--- config.mk ---
export PLATFORM = sky130hd
export DESIGN_NAME = segment_sequencer
export DESIGN_NICKNAME = d
export VERILOG_FILES = /design/src/rtl/segment_sequencer.sv
export SDC_FILE = /design/constraint.sdc
export NUM_CORES = 1
export LEC_CHECK = 0
export CAP_MARGIN = 20
export CORE_MARGIN = 2
export CORE_UTILIZATION = 45
export CTS_BUF_LIST = sky130_fd_sc_hd__clkbuf_4 sky130_fd_sc_hd__clkbuf_8 sky130_fd_sc_hd__clkbuf_16
export DETAILED_ROUTE_END_ITERATION = 10
export PLACE_DENSITY = 0.8
export SLEW_MARGIN = 20
export SYNTH_ARGS = -nofsm -noshare
export SYNTH_HDL_FRONTEND = slang
export SYNTH_SLANG_ARGS = --single-unit
--- constraint.sdc ---
create_clock -name clk -period 2.5 [get_ports clk]
set_input_delay 0.5 -clock clk [delete_from_list [all_inputs] [get_ports clk]]
set_output_delay 0.5 -clock clk [all_outputs]
set_load 0.1 [all_outputs]
--- src/rtl/segment_sequencer.sv ---
// Fetches 3D segment endpoints from word-addressed point memory and presents each segment once per view.
// Optional build macro SEGSEQ_SKIP_DEGENERATE_EN: drop zero-length segments and count them on skipped_o.
module segment_sequencer #(
  parameter int COORD_W         = 16,
  parameter int ADDR_W          = 20,
  parameter int ANG_W           = 16,
  parameter int N_VIEWS         = 2,
  parameter int HALF_VIEW_ANGLE = 520,
  parameter int VIEW_W          = (N_VIEWS > 1) ? $clog2(N_VIEWS) : 1
) (
  input  logic                   clk,
  input  logic                   rst_n,
  input  logic                   start_i,
  input  logic                   strip_i,
  input  logic                   views_en_i,
  input  logic [ADDR_W-1:0]      base_addr_i,
  input  logic [ADDR_W-1:0]      count_i,
  input  logic [ANG_W-1:0]       alpha_i,
  input  logic [ANG_W-1:0]       beta_i,
  input  logic [ANG_W-1:0]       gamma_i,
  output logic                   busy_o,
  output logic                   done_o,
  output logic                   mem_rd_o,
  output logic [ADDR_W-1:0]      mem_addr_o,
  input  logic                   mem_busy_i,
  input  logic [COORD_W-1:0]     mem_data_i,
  output logic                   seg_valid_o,
  input  logic                   seg_ready_i,
  output logic [3*COORD_W-1:0]   seg_p1_o,
  output logic [3*COORD_W-1:0]   seg_p2_o,
  output logic [ANG_W-1:0]       seg_alpha_o,
  output logic [ANG_W-1:0]       seg_beta_o,
  output logic [ANG_W-1:0]       seg_gamma_o,
  output logic [VIEW_W-1:0]      seg_view_o
`ifdef SEGSEQ_SKIP_DEGENERATE_EN
  ,
  output logic [ADDR_W-1:0]      skipped_o
`endif
);

  localparam logic [ANG_W-1:0]  GAMMA_FIRST_OFS = ANG_W'((N_VIEWS - 1) * HALF_VIEW_ANGLE);
  localparam logic [ANG_W-1:0]  GAMMA_STEP      = ANG_W'(2 * HALF_VIEW_ANGLE);
  localparam logic [VIEW_W-1:0] LAST_VIEW       = VIEW_W'(N_VIEWS - 1);

  typedef enum logic [1:0] {IDLE, FETCH, PRESENT, DONE} state_t;

  state_t              state;
  logic                stripL;
  logic                viewsEnL;
  logic [ADDR_W-1:0]   segLeft;
  logic [2:0]          wordIdx;
  logic [ANG_W-1:0]    gammaL;
  logic [ADDR_W-1:0]   startTotal;
  logic                lastWord;
  logic                lastView;
  logic                lastSeg;
  logic                skipSeg;

  // Strip mode shares endpoints, so N points give N-1 segments.
  always_comb begin
    startTotal = count_i;
    if (strip_i) begin
      startTotal = (count_i < ADDR_W'(2)) ? '0 : count_i - ADDR_W'(1);
    end
  end

  assign lastWord = (wordIdx == 3'd5);
  assign lastView = !viewsEnL || (seg_view_o == LAST_VIEW);
  assign lastSeg  = (segLeft == ADDR_W'(1));

`ifdef SEGSEQ_SKIP_DEGENERATE_EN
  // Z2 is still on the bus when the last word lands, so compare against it directly.
  assign skipSeg = (state == FETCH) && !mem_busy_i && lastWord &&
                   (seg_p1_o == {seg_p2_o[3*COORD_W-1:COORD_W], mem_data_i});

  always_ff @(posedge clk or negedge rst_n) begin
    if (!rst_n) begin
      skipped_o <= '0;
    end else if (state == IDLE && start_i) begin
      skipped_o <= '0;
    end else if (skipSeg) begin
      skipped_o <= skipped_o + ADDR_W'(1);
    end
  end
`else
  assign skipSeg = 1'b0;
`endif

  always_ff @(posedge clk or negedge rst_n) begin
    if (!rst_n) begin
      state       <= IDLE;
      stripL      <= 1'b0;
      viewsEnL    <= 1'b0;
      segLeft     <= '0;
      wordIdx     <= '0;
      gammaL      <= '0;
      busy_o      <= 1'b0;
      done_o      <= 1'b0;
      mem_rd_o    <= 1'b0;
      mem_addr_o  <= '0;
      seg_valid_o <= 1'b0;
      seg_p1_o    <= '0;
      seg_p2_o    <= '0;
      seg_alpha_o <= '0;
      seg_beta_o  <= '0;
      seg_gamma_o <= '0;
      seg_view_o  <= '0;
    end else begin
      done_o <= 1'b0;
      case (state)
        IDLE: begin
          if (start_i) begin
            stripL      <= strip_i;
            viewsEnL    <= views_en_i;
            mem_addr_o  <= base_addr_i;
            segLeft     <= startTotal;
            wordIdx     <= '0;
            gammaL      <= gamma_i;
            seg_alpha_o <= alpha_i;
            seg_beta_o  <= beta_i;
            seg_view_o  <= '0;
            busy_o      <= 1'b1;
            if (startTotal == '0) begin
              state <= DONE;
            end else begin
              state    <= FETCH;
              mem_rd_o <= 1'b1;
            end
          end
        end

        FETCH: begin
          if (!mem_busy_i) begin
            case (wordIdx)
              3'd0:    seg_p1_o[3*COORD_W-1 -: COORD_W] <= mem_data_i;
              3'd1:    seg_p1_o[2*COORD_W-1 -: COORD_W] <= mem_data_i;
              3'd2:    seg_p1_o[COORD_W-1:0]            <= mem_data_i;
              3'd3:    seg_p2_o[3*COORD_W-1 -: COORD_W] <= mem_data_i;
              3'd4:    seg_p2_o[2*COORD_W-1 -: COORD_W] <= mem_data_i;
              default: seg_p2_o[COORD_W-1:0]            <= mem_data_i;
            endcase
            mem_addr_o <= mem_addr_o + ADDR_W'(1);
            wordIdx    <= wordIdx + 3'd1;
            if (lastWord) begin
              if (skipSeg) begin
                segLeft <= segLeft - ADDR_W'(1);
                if (lastSeg) begin
                  state    <= DONE;
                  mem_rd_o <= 1'b0;
                end else begin
                  wordIdx <= stripL ? 3'd3 : 3'd0;
                  if (stripL) begin
                    seg_p1_o <= {seg_p2_o[3*COORD_W-1:COORD_W], mem_data_i};
                  end
                end
              end else begin
                state       <= PRESENT;
                mem_rd_o    <= 1'b0;
                seg_valid_o <= 1'b1;
                seg_view_o  <= '0;
                seg_gamma_o <= viewsEnL ? gammaL - GAMMA_FIRST_OFS : gammaL;
              end
            end
          end
        end

        PRESENT: begin
          if (seg_ready_i) begin
            if (!lastView) begin
              seg_view_o  <= seg_view_o + VIEW_W'(1);
              seg_gamma_o <= seg_gamma_o + GAMMA_STEP;
            end else begin
              seg_valid_o <= 1'b0;
              segLeft     <= segLeft - ADDR_W'(1);
              if (lastSeg) begin
                state <= DONE;
              end else begin
                state    <= FETCH;
                mem_rd_o <= 1'b1;
                wordIdx  <= stripL ? 3'd3 : 3'd0;
                if (stripL) begin
                  seg_p1_o <= seg_p2_o;
                end
              end
            end
          end
        end

        DONE: begin
          state  <= IDLE;
          busy_o <= 1'b0;
          done_o <= 1'b1;
        end

        default: state <= IDLE;
      endcase
    end
  end

endmodule

=== After elaboration in Yosys (flattened, before gate mapping) ===
Cells that the tools add are included.

* Reductions and logical operators: 27
* $lt $le $gt $ge: 1
* Bitwise operators: 2
* Equal/unequal tests: 21
* Muxes and demuxes: 59
* Add/sub/neg operators: 7

{| class="wikitable"
|+ Operator list
! operator !! count
|-
| 48-bit two-way mux || 5
|-
| 20-bit two-way mux || 7
|-
| 16-bit two-way mux || 8
|-
| 48-bit case mux with 2 select lines || 1
|-
| 20-bit case mux with 2 select lines || 2
|-
| 20-bit by 1-bit subtractor with 20-bit output, second input constant || 2
|-
| 16-bit case mux with 2 select lines || 1
|-
| 7-bit AND reduction || 3
|-
| 20-bit by 1-bit adder with 20-bit output, second input constant || 1
|-
| 20-bit by 1-bit == test with 1-bit output, second input constant || 1
|-
| 20-bit logical NOT || 1
|-
| 20-bit by 2-bit < comparator with 1-bit output, second input constant || 1
|-
| 2-bit != test, second input constant || 9
|-
| 16-bit by 11-bit adder with 16-bit output, second input constant || 1
|-
| 1-bit two-way mux || 16
|-
| 2-bit two-way mux || 8
|-
| 16-bit by 10-bit subtractor with 16-bit output, second input constant || 1
|-
| 3-bit two-way mux || 5
|-
| 5-bit AND reduction || 3
|-
| 3-bit AND reduction || 4
|-
| 6-bit AND reduction || 2
|-
| 3-bit case mux with 3 select lines || 1
|-
| 2-bit case mux with 4 select lines || 1
|-
| 8-bit AND reduction || 1
|-
| 20 further kinds || 32
|}

* Input bits: 111
* Logic and storage cells: 138
* Output and inout port bits: 169
* Register bits after elaboration: 212

=== Longest topological paths before layout ===
Gate-level depths: netlist of the first run.

* Depth in word-level cells: 7
* Mapped depth: 12
* Mapped depth without buffers: 9

=== Worst setup path before layout of the first run ===
No wires, ideal clock.

* Path type: input to register
* Start point: input port count_i[0]
* End point: register mem_rd_o
* Arrival time: 2,578 ps
* Buffers on the path: 3
* Stages on the path: 12
* Setup slack: -217 ps
* Library setup time: 139 ps
* Data required time: 2,361 ps
* Cell sequence: clkbuf_1 -> inv_1 -> ha_1 -> buf_2 -> nor4bb_1 -> clkbuf_1 -> nand4_1 -> or3b_2 -> a21oi_1 -> o211a_1 -> a21oi_1 -> mux2i_1

* Cells in the longest elaborated chain, start to end: 6
* Elaborated cells on any way between the ends: 7
* Those cells by class: 1 x add/sub; 1 x order compare; 1 x eq/ne; 2 x mux; 2 x reduce/logical

{| class="wikitable"
|+ RTL lines
! item !! line !! text
|-
| start, declared || 17 || <nowiki>input logic [ADDR_W-1:0] count_i,</nowiki>
|-
| 20-bit by 1-bit subtractor with 20-bit output / 20-bit by 2-bit < comparator with 1-bit output (equally long branches) || 63 || <nowiki>startTotal = (count_i < ADDR_W'(2)) ? '0 : count_i - ADDR_W'(1);</nowiki>
|-
| 20-bit two-way mux || 63 ||
|-
| 20-bit two-way mux * || 62 || <nowiki>if (strip_i) begin</nowiki>
|-
| 20-bit logical NOT * || 123 || <nowiki>if (startTotal == '0) begin</nowiki>
|-
| 2-bit != test (no line) * || - ||
|-
| 8-bit AND reduction (no line) * || - ||
|-
| end signal, assigned || 127 || <nowiki>mem_rd_o <= 1'b1;</nowiki>
|-
| end signal, assigned || 149 || <nowiki>mem_rd_o <= 1'b0;</nowiki>
|-
| end signal, assigned || 158 || <nowiki>mem_rd_o <= 1'b0;</nowiki>
|-
| end, declared || 23 || <nowiki>output logic mem_rd_o,</nowiki>
|}

Every way passes the cells marked *; elsewhere a longest branch is shown, timed or not.
A chain may end at the register's enable or synchronous reset.

=== Worst setup path in the final report of the first run ===
* Start point: register segLeft[9]
* End point: register seg_p1_o[15]

* Cells in the longest elaborated chain, start to end: 3

{| class="wikitable"
|+ RTL lines
! item !! line !! text
|-
| start, declared || 50 || <nowiki>logic [ADDR_W-1:0] segLeft;</nowiki>
|-
| start signal, assigned || 116 || <nowiki>segLeft <= startTotal;</nowiki>
|-
| start signal, assigned || 146 || <nowiki>segLeft <= segLeft - ADDR_W'(1);</nowiki>
|-
| start signal, assigned || 174 || <nowiki>segLeft <= segLeft - ADDR_W'(1);</nowiki>
|-
| 20-bit by 1-bit == test with 1-bit output || 69 || <nowiki>assign lastSeg = (segLeft == ADDR_W'(1));</nowiki>
|-
| 2-bit != test (no line) || - ||
|-
| 7-bit AND reduction (no line) || - ||
|-
| end signal, assigned by index || 135 || <nowiki>3'd0: seg_p1_o[3*COORD_W-1 -: COORD_W] <= mem_data_i;</nowiki>
|-
| end signal, assigned by index || 136 || <nowiki>3'd1: seg_p1_o[2*COORD_W-1 -: COORD_W] <= mem_data_i;</nowiki>
|-
| end signal, assigned by index || 137 || <nowiki>3'd2: seg_p1_o[COORD_W-1:0] <= mem_data_i;</nowiki>
|-
| end, declared || 29 || <nowiki>output logic [3*COORD_W-1:0] seg_p1_o,</nowiki>
|}

No other way between the ends.

==> results of run 1 <==
## layer usage
| metal | wire, µm | vias up | part of all wire (%) | track usage, % |
|---|---|---|---|---|
| met2 | 15000 | 321 | 49 | 41.39 |
| met3 | 2483 | 63 | 8.1 | 6.832 |
| li1 | - | 4407 | - | - |
| met4 | 911 | 2 | 3.0 | 7.293 |
| met1 | 12430 | 4571 | 40 | 29.83 |
| met5 | 13 | - | 0.042 | 0 |
## final timing paths
kind / end / slack (ps) / cells past startpoint
min in group asynchronous: segLeft[14] / 510 / 2
hold reg to reg: seg_gamma_o[3] / 490 / 2
setup reg to reg: seg_p1_o[15] / 50 / 9
hold / removal: seg_gamma_o[3] / 490 / 2
max in group asynchronous: mem_addr_o[1] / 1280 / 3
setup / recovery: seg_p1_o[15] / 50 / 9
## final cells by class
cell class	count	area, µm²	share of cell area (%)
Sequential cell	212	5309	35.17
Multi-Input combinational cell	751	5154	34.15
Timing Repair Buffer	377	3201	21.21
Clock buffer	33	705.7	4.675
Tap cell	319	399.1	2.644
Clock inverter	11	209.0	1.384
Inverter	31	116.4	0.7710
## cell usage in the layout (no fill, tap or decap), types with 4 or more instances in the layout
cell | netlist | routed
o221ai_1 | 6 | 6
nand2_1 | 182 | 181
clkbuf_16 | 0 | 24
xor2_1 | 10 | 10
mux2i_1 | 18 | 18
nor2_1 | 50 | 49
clkdlybuf4s50_1 | 0 | 109
o21ai_0 | 51 | 50
o211ai_1 | 4 | 4
nor3_1 | 26 | 25
a21oi_1 | 47 | 47
clkbuf_8 | 0 | 6
a221oi_1 | 4 | 4
inv_1 | 30 | 30
xnor2_1 | 17 | 17
a31oi_1 | 5 | 5
nand4_1 | 5 | 5
mux2_2 | 151 | 151
or3_1 | 5 | 5
and2_1 | 5 | 5
dfrtp_1 | 212 | 209
nand3_1 | 42 | 42
nand2b_1 | 4 | 4
ha_1 | 16 | 15
buf_12 | 0 | 7
and3_1 | 9 | 9
buf_4 | 3 | 259
o22ai_1 | 26 | 26
nand2_2 | 3 | 4
clkinv_2 | 0 | 4
nor4_1 | 9 | 8
bufinv_16 | 0 | 5
## cells by family (layout without fill, tap and decap cells)
kind of cell / Yosys count / after routing / share of synthesized area (%)
buffers and inverters: 83 / 452 / 3.158
multiplexers: 169 / 169 / 17.52
flip-flops: 212 / 212 / 49.42
AND/OR/NAND/NOR: 368 / 368 / 16.11
XOR/XNOR: 27 / 27 / 2.203
AO/OA/AOI/OAI: 171 / 171 / 9.732
adder cells (fa/ha/maj): 16 / 16 / 1.865
## through the flow
| step | TNS (ps) | util (%) | cell area (µm²) | hold slack, ps |
|---|---|---|---|---|
| floorplan | -43.24 | - | 10750 | 204.4 |
| global placement | -4296 | 60.11 | 14110 | 466.8 |
| detailed placement | -4989 | 60.11 | 14110 | 478.0 |
| CTS | 0 | 64.07 | 15040 | 490.7 |
| global route | -118.6 | 64.30 | 15090 | 512.9 |
| finish | 0 | 64.30 | 15090 | 485.9 |
## registers in the layout (all words and copies together) (netlist names), 2 cells and up
signal       cells
seg_p1_o        48
seg_p2_o        48
mem_addr_o      20
segLeft         20
gammaL          16
seg_alpha_o     16
seg_beta_o      16
seg_gamma_o     16
wordIdx          3
state            2
## worst max-delay path, stage by stage, from the launching register on
cell and delay [ps]:
dfrtp_1 420, nor3_4 240, nand2b_1 130, or4_4 460, nor3_4 240, nor4b_2 70
buf_4 160, nand2_2 70, buf_12 180, mux2_2 350
## timing repair
| item | 4_1_cts | 5_1_grt |
|---|---|---|
| endpoints found under the setup margin | 12 | 53 |
| cloned | 0 | 0 |
| endpoints found under the hold margin | 55 | 0 |
| resized for setup | 1 | 9 |
| buffers inserted | 0 | 1 |
| hold buffers | 1 | 0 |
| pin swaps | 0 | 2 |
==> qor.csv, run 1 <==
stage,metric,value,unit
outcome,status,finished clean,
synth,synth_area_leaders,"dfrtp_1, mux2_2, nand2_1",
sta,finalMaxSlewViolations,0,
drt,avgRoutedWirePerCell,17.79,µm
critical_path,worstPathMaxFanout,16,
sta,hold_violations,0,
clock_network,cts.root.buffer_cell,clkbuf_16,
critical_path,worst_setup_path_start_kind,register,
die,number_of_primary_i_o_pins,280,
critical_path,cp_launch_point,segLeft[9],
drt,drc,0,
synth,postSynthCellCount,1046,
sta,finClkSkew,19.52,ps
final_layout,n_diodes,0,
synth,synth_area,0.01074,mm²
drt,num_vias,9364,
critical_path,reg2reg_from,segLeft[9],
sta,max_clock_freq,407.7,MHz
synth,synth-main-ff-cell,dfrtp_1,
clock_network,ctsLongestPathBuffers,3,
final_layout,num-nets-final,1524,
global_routing,grt_use_total,24.20,%
global_routing,antenna_found_initial,1,
placed_design,place.detailed.hpwl,22040,µm
synth,synth_sequential_area_ratio,49.42,%
placed_design,place_congestion,0.8352,
clock_network,numCtsBuffers,24,
clock_network,htree_levels,1,
critical_path,critical_path.endpoint_type,register,
placed_design,portBuffers,279,
synth,synth.ff_latch_count,212,
global_routing,grt_start_max_net_pins,61,
synth,mappedNetlistNets,1173,
synth,synth_area_per_cell,10.26,µm²
die,die_w,158.5,µm
drt,drt_pre_antenna_iters,5,
critical_path,worstSetupPathType,register to register,
drt,wirelength,30840,µm
global_routing,grt_first_pass_wirelength,48140,µm
die,die_height,158.5,µm
final_layout,layout.cells.non_filler,1734,
synth,yosys_warnings,0,
worst_hold_path,hp-start,seg_gamma_o[3],
sta,finalSetupViolations,0,
synth,synthDominantCellAreaShare,49.42,%
drt,route.antenna.remaining_nets,0,
sta,finalCritPeriodShare,98.10,%
critical_path,crit_arrival,2850,ps
sta,worst_case_setup_margin_in_the_final_layout,47.51,ps
sta,tightestPinTransition,591.5,ps
clock_network,tritoncts,done,
synth,synthDistinctLibCells,66,
clock_network,clock_sink_count,212,
drt,detail_route.vias_per_cell,5.400,
global_routing,grt_overflow_total,0,
run,drv_cap,0,
synth,synth_area_leader_cell,dfrtp_1,
sta,timing.final.crit_period,2452,ps
global_routing,vias_in_the_first_global_route,9377,
synth,synth.most_common_cell,dfrtp_1,
synth,netlist_top_cells_count,"dfrtp_1, nand2_1, mux2_2, o21ai_0, nor2_1",
drt,drt_iter0_markers,673,
clock_network,clock_edge_transition_at_the_registers_on_the_reported_setup_and_hold_paths,60,ps
die,core_region_area,0.02347,mm²
die,dieArea,0.02511,mm²
worst_hold_path,worstHoldPathType,register to register,
die,floorplan.initialDensity,45.74,%
placed_design,numPlacedInstances,1688,
final_layout,layout.filler_cells,1884,
synth,synth_async_sr_flop_share,100.0,%
sta,max_slew_margin,60.20,%
placed_design,dpl_worst_slack,-475.8,ps
final_layout,fraction_of_layout_cells_with_a_size_suffix_above_1,34.56,%
final_layout,syn_to_final_growth,40.59,%
critical_path,cp_data_required_time,2900,ps
clock_network,clk_latency,540,ps
synth,number_of_enable_flip_flop_cells_after_synthesis,0,
die,fp-row-count,56,
Power of run 1 is left out: the tool's default activity adds up to more than one toggle a clock period on the data nets, which glitch-free logic cannot reach.
==> run 2, diff against run 1 <==
--- a/config.mk
+++ b/config.mk
@@ -10,7 +10,7 @@
 export CORE_UTILIZATION = 45
 export CTS_BUF_LIST = sky130_fd_sc_hd__clkbuf_4 sky130_fd_sc_hd__clkbuf_8 sky130_fd_sc_hd__clkbuf_16
 export DETAILED_ROUTE_END_ITERATION = 10
-export PLACE_DENSITY = 0.8
+export PLACE_DENSITY = 0.81
 export SLEW_MARGIN = 20
 export SYNTH_ARGS = -nofsm -noshare
 export SYNTH_HDL_FRONTEND = slang
==> run 2 against run 1 <==
- sequential share of layout area shrank 0.27 points
- final cell count unchanged
- clock skew shrank 7.8 ps
- first-iteration DRC count rose by 6.8%
- global-route usage rose by 0.15 points
- non-clock buffer count rose by 1
- critical path depth fell by 1
==> qor.csv, run 2 (synthesis gave the netlist of run 1 again) <==
stage,metric,value,unit,change
placed_design,place.detailed.hpwl,22120,µm,was 22040 µm
final_layout,mostFrequentLayoutCell,buf_4,,unchanged
clock_network,tritoncts,done,,unchanged
drt,drc,0,,unchanged
drt,route.antenna.remaining_nets,0,,unchanged
final_layout,fraction_of_layout_cells_with_a_size_suffix_above_1,34.70,%,was 34.56%
clock_network,htree_levels,1,,unchanged
sta,max_slew_margin,58.19,%,was 60.20%
die,dieArea,0.02511,mm²,unchanged
sta,hold_violations,0,,unchanged
sta,rsz0062_at_grt,yes,,
final_layout,num-nets-final,1525,,was 1524
drt,drt_pre_antenna_iters,5,,unchanged
critical_path,rr_worst_depth,8,,was 9
clock_network,clock_edge_transition_at_the_registers_on_the_reported_setup_and_hold_paths,70,ps,was 60 ps
global_routing,grt_use_total,24.34,%,was 24.20%
placed_design,dpl_worst_slack,-345.4,ps,was -475.8 ps
final_layout,syn_to_final_growth,41.69,%,was 40.59%
sta,worst_case_setup_margin_in_the_final_layout,26.90,ps,was 47.51 ps
clock_network,ctsLongestPathBuffers,3,,unchanged
run,drv_cap,0,,unchanged
die,number_of_primary_i_o_pins,280,,unchanged
worst_hold_path,hp-start,seg_gamma_o[3],,unchanged
final_layout,regs_by_ff_count,"seg_p1_o (48), seg_p2_o (48)",,unchanged
critical_path,reg2reg_to,seg_p1_o[10],,was seg_p1_o[15]
critical_path,critical_path.endpoint_type,register,,unchanged
critical_path,worst_setup_path_start_kind,register,,unchanged
sta,finalSetupViolations,0,,unchanged
sta,finClkSkew,11.73,ps,was 19.52 ps
die,die_height,158.5,µm,unchanged
placed_design,place_congestion,0.8951,,was 0.8352
critical_path,worstSetupPathType,register to register,,unchanged
outcome,status,finished clean,,unchanged
critical_path,cp_data_required_time,2890,ps,was 2900 ps
critical_path,crit_arrival,2870,ps,was 2850 ps
clock_network,clk_latency,520,ps,was 540 ps
global_routing,grt_overflow_total,0,,unchanged
sta,finalMaxSlewViolations,0,,unchanged
sta,tightestPinTransition,620.6,ps,was 591.5 ps
global_routing,grt_first_pass_wirelength,48960,µm,was 48140 µm
sta,max_clock_freq,404.4,MHz,was 407.7 MHz
final_layout,n_diodes,0,,unchanged
die,fp-row-count,56,,unchanged
drt,detail_route.vias_per_cell,5.475,,was 5.400
worst_hold_path,hold-path-endpoint,seg_gamma_o[3],,unchanged
die,core_region_area,0.02347,mm²,unchanged
drt,wirelength,31920,µm,was 30840 µm
critical_path,worst_path_largest_cell_delay,520,ps,was 460 ps
drt,drt_iter0_markers,719,,was 673
critical_path,path_delay_family,simple AND/OR/NAND/NOR gates,,unchanged
die,floorplan.initialDensity,45.74,%,unchanged
clock_network,clock_sink_count,212,,unchanged
global_routing,grt_start_max_net_pins,76,,was 61
critical_path,reg2reg_from,segLeft[9],,unchanged
worst_hold_path,worstHoldPathType,register to register,,unchanged
critical_path,list_of_cells_traversed_by_the_critical_path,nor3_2 -> nand2b_1 -> or4_4 -> nor3_4 -> nor4b_4 -> nand2_2 -> buf_12 -> mux2_2,,was nor3_4 -> nand2b_1 -> or4_4 -> nor3_4 -> nor4b_2 -> buf_4 -> nand2_2 -> buf_12 -> mux2_2
drt,num_vias,9493,,was 9364
critical_path,worstPathMaxFanout,8,,was 16
final_layout,layout.cells.most_common_list,"buf_4, dfrtp_1, nand2_1",,unchanged
global_routing,antenna_found_initial,0,,was 1
critical_path,stages_on_worst_setup_path,8,,was 9
sta,finalCritPeriodShare,98.92,%,was 98.10%
critical_path,cp_num_buf_inv,1,,was 2
critical_path,timing.reg2reg.setup_slack,30,ps,was 50 ps
placed_design,portBuffers,279,,unchanged
worst_hold_path,worstHoldPathCells,2,,unchanged
die,die_w,158.5,µm,unchanged
critical_path,crit_path_top_delay_cell,or4_4,,unchanged
global_routing,vias_in_the_first_global_route,9627,,was 9377
clock_network,cts.root.buffer_cell,clkbuf_16,,unchanged
drt,avgRoutedWirePerCell,18.41,µm,was 17.79 µm
sta,timing.final.crit_period,2473,ps,was 2452 ps
clock_network,numCtsBuffers,24,,unchanged
[run 2: changes by cell type in the layout (fill, tap and decap cells not counted), moves of 2 or more]
cell and delta:
mux2_2 -38, mux2_4 +38, bufinv_16 -4, clkbuf_16 +4, clkbuf_4 +3, buf_4 -2
nor3b_2 -2
[run 2: layout make-up]
type	count	area [µm²]
well taps	319	399.1
inverters	31	120.1
flip-flops and latches	212	5309
multi-input cells	751	5310
fillers	1809	8262
repair buffers	378	3261
clock inverters	6	58.81
clock buffers	37	753.2
[run 2: worst reg2reg max path, stage by stage, from the launching register on]
cell and delay (ps):
dfrtp_1 390, nor3_2 210, nand2b_1 130, or4_4 520, nor3_4 300, nor4b_4 110, nand2_2 160, buf_12 180
mux2_2 350
[run 2: routing by layer]
metal	global-route usage (%)	part of all wire, %	wire, µm
met5	0	0	0
met4	6.564	2.4	772
met3	6.668	8.0	2565
met2	42.24	49	15750
met1	29.96	40	12840
[run 2: what timing repair did]
item                                    in CTS  in global routing
pin swaps                                    0                  4
hold buffers                                 1                  0
endpoints found under the setup margin      48                 68
endpoints found under the hold margin       22                  0
cloned                                       0                  3
buffers inserted                             0                  1
gates resized for setup                      2                 49
[run 2: worst max path at each step]
| stage | slack [ps] | to | start |
|---|---|---|---|
| 6_report | 30 | seg_p1_o[10] | segLeft[9] |
| 5_1_grt | -70 | seg_p1_o[8] | segLeft[9] |
| 4_1_cts | 3 | seg_p1_o[45] | segLeft[10] |
| 3_5_place_dp | -350 | mem_rd_o | count_i[1] |
| 3_3_place_gp | -330 | mem_rd_o | count_i[1] |
| 2_1_floorplan | -40 | mem_rd_o | count_i[0] |
[run 2: metrics by stage]
step | hold slack, ps | instance area (µm²) | std cells | TNS, ps | util (%)
global route | 512.9 | 15210 | 1734 | -1162 | 64.80
detailed placement | 473.4 | 14100 | 1687 | -4741 | 60.07
floorplan | 204.4 | 10750 | 1046 | -43.24 | -
finish | 482.2 | 15210 | 1734 | 0 | 64.80
CTS | 485.4 | 14940 | 1731 | 0 | 63.63
global placement | 465.2 | 14100 | 1687 | -4321 | 60.07
Power of run 2 is left out for the same reason.
==> run 3, diff against run 2 <==
--- a/config.mk
+++ b/config.mk
@@ -10,7 +10,8 @@
 export CORE_UTILIZATION = 45
 export CTS_BUF_LIST = sky130_fd_sc_hd__clkbuf_4 sky130_fd_sc_hd__clkbuf_8 sky130_fd_sc_hd__clkbuf_16
 export DETAILED_ROUTE_END_ITERATION = 10
-export PLACE_DENSITY = 0.81
+export MAX_ROUTING_LAYER = met4
+export PLACE_DENSITY = 0.85
 export SLEW_MARGIN = 20
 export SYNTH_ARGS = -nofsm -noshare
 export SYNTH_HDL_FRONTEND = slang
==> run 3 against run 2 <==
- fmax rose by 2.3%
- non-clock buffer count did not move
- clock skew barely moved
- critical path depth rose by 1
- sequential share of layout area rose by 0.22 points
- core utilization fell by 0.40 points
==> qor.csv, run 3 (synthesis gave the netlist of run 1 again) <==
stage,metric,value,unit,change
critical_path,crit_path_top_delay_cell,or4_1,,was or4_4
placed_design,place.detailed.hpwl,22100,µm,was 22120 µm
sta,hold_violations,0,,unchanged
critical_path,crit_arrival,2810,ps,was 2870 ps
worst_hold_path,worstHoldPathType,register to register,,unchanged
clock_network,tritoncts,done,,unchanged
sta,totalNegativeSetupSlack,0,ps,unchanged
final_layout,num-nets-final,1525,,unchanged
placed_design,place_congestion,0.8717,,was 0.8951
final_layout,regs_by_ff_count,"seg_p1_o (48), seg_p2_o (48)",,unchanged
clock_network,clk_latency,510,ps,was 520 ps
clock_network,htree_levels,1,,unchanged
placed_design,portBuffers,279,,unchanged
critical_path,worstSetupPathType,register to register,,unchanged
global_routing,grt_start_max_net_pins,62,,was 76
die,die_w,158.5,µm,unchanged
critical_path,worst_setup_path_start_kind,register,,unchanged
critical_path,list_of_cells_traversed_by_the_critical_path,nor3_1 -> nand2b_1 -> or4_1 -> nor3_2 -> nor4b_2 -> buf_4 -> nand2_2 -> buf_12 -> mux2_2,,was nor3_2 -> nand2b_1 -> or4_4 -> nor3_4 -> nor4b_4 -> nand2_2 -> buf_12 -> mux2_2
final_layout,final-seq-area,0.005309,mm²,unchanged
sta,max_clock_freq,413.6,MHz,was 404.4 MHz
worst_hold_path,worstHoldPathCells,2,,unchanged
global_routing,grt_first_pass_wirelength,48300,µm,was 48960 µm
die,dieArea,0.02511,mm²,unchanged
sta,rsz0062_at_grt,no,,was yes
drt,detail_route.vias_per_cell,5.415,,was 5.475
clock_network,ctsLongestPathBuffers,3,,unchanged
drt,drt_pre_antenna_iters,5,,unchanged
drt,drt_iter0_markers,498,,was 719
critical_path,rr_worst_depth,9,,was 8
sta,max_slew_margin,53.60,%,was 58.19%
drt,avgRoutedWirePerCell,17.76,µm,was 18.41 µm
global_routing,antenna_found_initial,0,,unchanged
critical_path,worst_path_largest_cell_delay,470,ps,was 520 ps
final_layout,n_diodes,0,,unchanged
critical_path,critical_path.endpoint_type,register,,unchanged
critical_path,reg2reg_from,segLeft[10],,was segLeft[9]
sta,tightestPinTransition,696.0,ps,was 620.6 ps
die,core_region_area,0.02347,mm²,unchanged
sta,finClkSkew,11.49,ps,was 11.73 ps
final_layout,syn_to_final_growth,40.82,%,was 41.69%
final_layout,layout.cells.most_common_list,"buf_4, dfrtp_1, nand2_1",,unchanged
die,floorplan.initialDensity,45.74,%,unchanged
final_layout,layout.filler_cells,1807,,was 1809
sta,finalMaxSlewViolations,0,,unchanged
global_routing,grt_overflow_total,0,,unchanged
final_layout,fraction_of_layout_cells_with_a_size_suffix_above_1,34.79,%,was 34.70%
clock_network,clock_edge_transition_at_the_registers_on_the_reported_setup_and_hold_paths,60,ps,was 70 ps
run,drv_cap,0,,unchanged
clock_network,clock_sink_count,212,,unchanged
sta,finalSetupViolations,0,,unchanged
critical_path,cp_launch_point,segLeft[10],,was segLeft[9]
global_routing,grt_use_total,24.93,%,was 24.34%
clock_network,cts.root.buffer_cell,clkbuf_16,,unchanged
sta,finalCritPeriodShare,96.71,%,was 98.92%
die,number_of_primary_i_o_pins,280,,unchanged
worst_hold_path,hp-start,seg_gamma_o[3],,unchanged
drt,route.antenna.remaining_nets,0,,unchanged
final_layout,mostFrequentLayoutCell,buf_4,,unchanged
global_routing,vias_in_the_first_global_route,9523,,was 9627
clock_network,numCtsBuffers,24,,unchanged
die,fp-row-count,56,,unchanged
critical_path,worstPathMaxFanout,16,,was 8
critical_path,cp_data_required_time,2890,ps,about the same
final_layout,multiInputGateArea,0.005146,mm²,was 0.005310 mm²
die,die_height,158.5,µm,unchanged
outcome,status,finished clean,,unchanged
sta,timing.final.crit_period,2418,ps,was 2473 ps
drt,wirelength,30770,µm,was 31920 µm
drt,drc,0,,unchanged
drt,num_vias,9384,,was 9493
-- run 3: changes by cell type in the layout (fill, tap and decap cells not counted), sizes merged --
cell,previous run,this run
dlymetal6s2s,0,2
clkinvlp,1,4
clkdlybuf4s50,109,107
buf,265,268
clkbuf,40,28
bufinv,1,6
-- run 3: cell type report --
cell class / instances / area share [%]
Clock inverter: 14 / 1.531
Clock buffer: 28 / 4.370
Multi-Input combinational cell: 751 / 34.04
Timing Repair Buffer: 378 / 21.50
Inverter: 31 / 0.7946
Sequential cell: 212 / 35.12
Tap cell: 319 / 2.640
-- run 3: path summary, 6_finish.rpt --
| path | end | slack (ps) |
|---|---|---|
| setup / recovery | seg_p1_o[46] | 80 |
| max in group asynchronous | seg_p2_o[35] | 1250 |
| min in group asynchronous | segLeft[7] | 520 |
| hold / removal | seg_gamma_o[3] | 490 |
| setup reg to reg | seg_p1_o[46] | 80 |
| hold reg to reg | seg_gamma_o[3] | 490 |
-- run 3: stage by stage --
stage | setup WS (ps) | instances | cell area, µm² | util (%) | hold WS (ps)
floorplan | -43.24 | 1046 | 10750 | - | 204.4
global placement | -441.1 | 1690 | 14160 | 60.33 | 468.2
detailed placement | -491.2 | 1690 | 14160 | 60.33 | 476.7
CTS | 7.291 | 1733 | 15060 | 64.17 | 490.9
global route | 4.138 | 1733 | 15120 | 64.40 | 518.4
finish | 82.32 | 1733 | 15120 | 64.40 | 485.3
-- run 3: worst max-delay path: cells and delay by family, from the launching register on --
| family | cells | cell delay, ps |
|---|---|---|
| mux | 1 | 350 |
| buf+inv | 2 | 330 |
| simple gates | 6 | 1200 |
| flops | 1 | 400 |
-- run 3: routing by layer --
metal  GRT usage (%)  vias to the layer above  share of wire [%]
met5               -                        -                  0
met3           7.077                       50                9.2
li1                -                     4413                  -
met1           29.40                     4554                 39
met4           7.121                        0                2.5
met2           41.88                      367                 49
-- run 3: repair_timing --
action,CTS,global route
setup buffers,0,0
resized for setup,0,12
endpoints found under the hold margin,55,0
hold buffers,1,0
setup endpoints to repair,0,70
Power of run 3 is left out for the same reason.
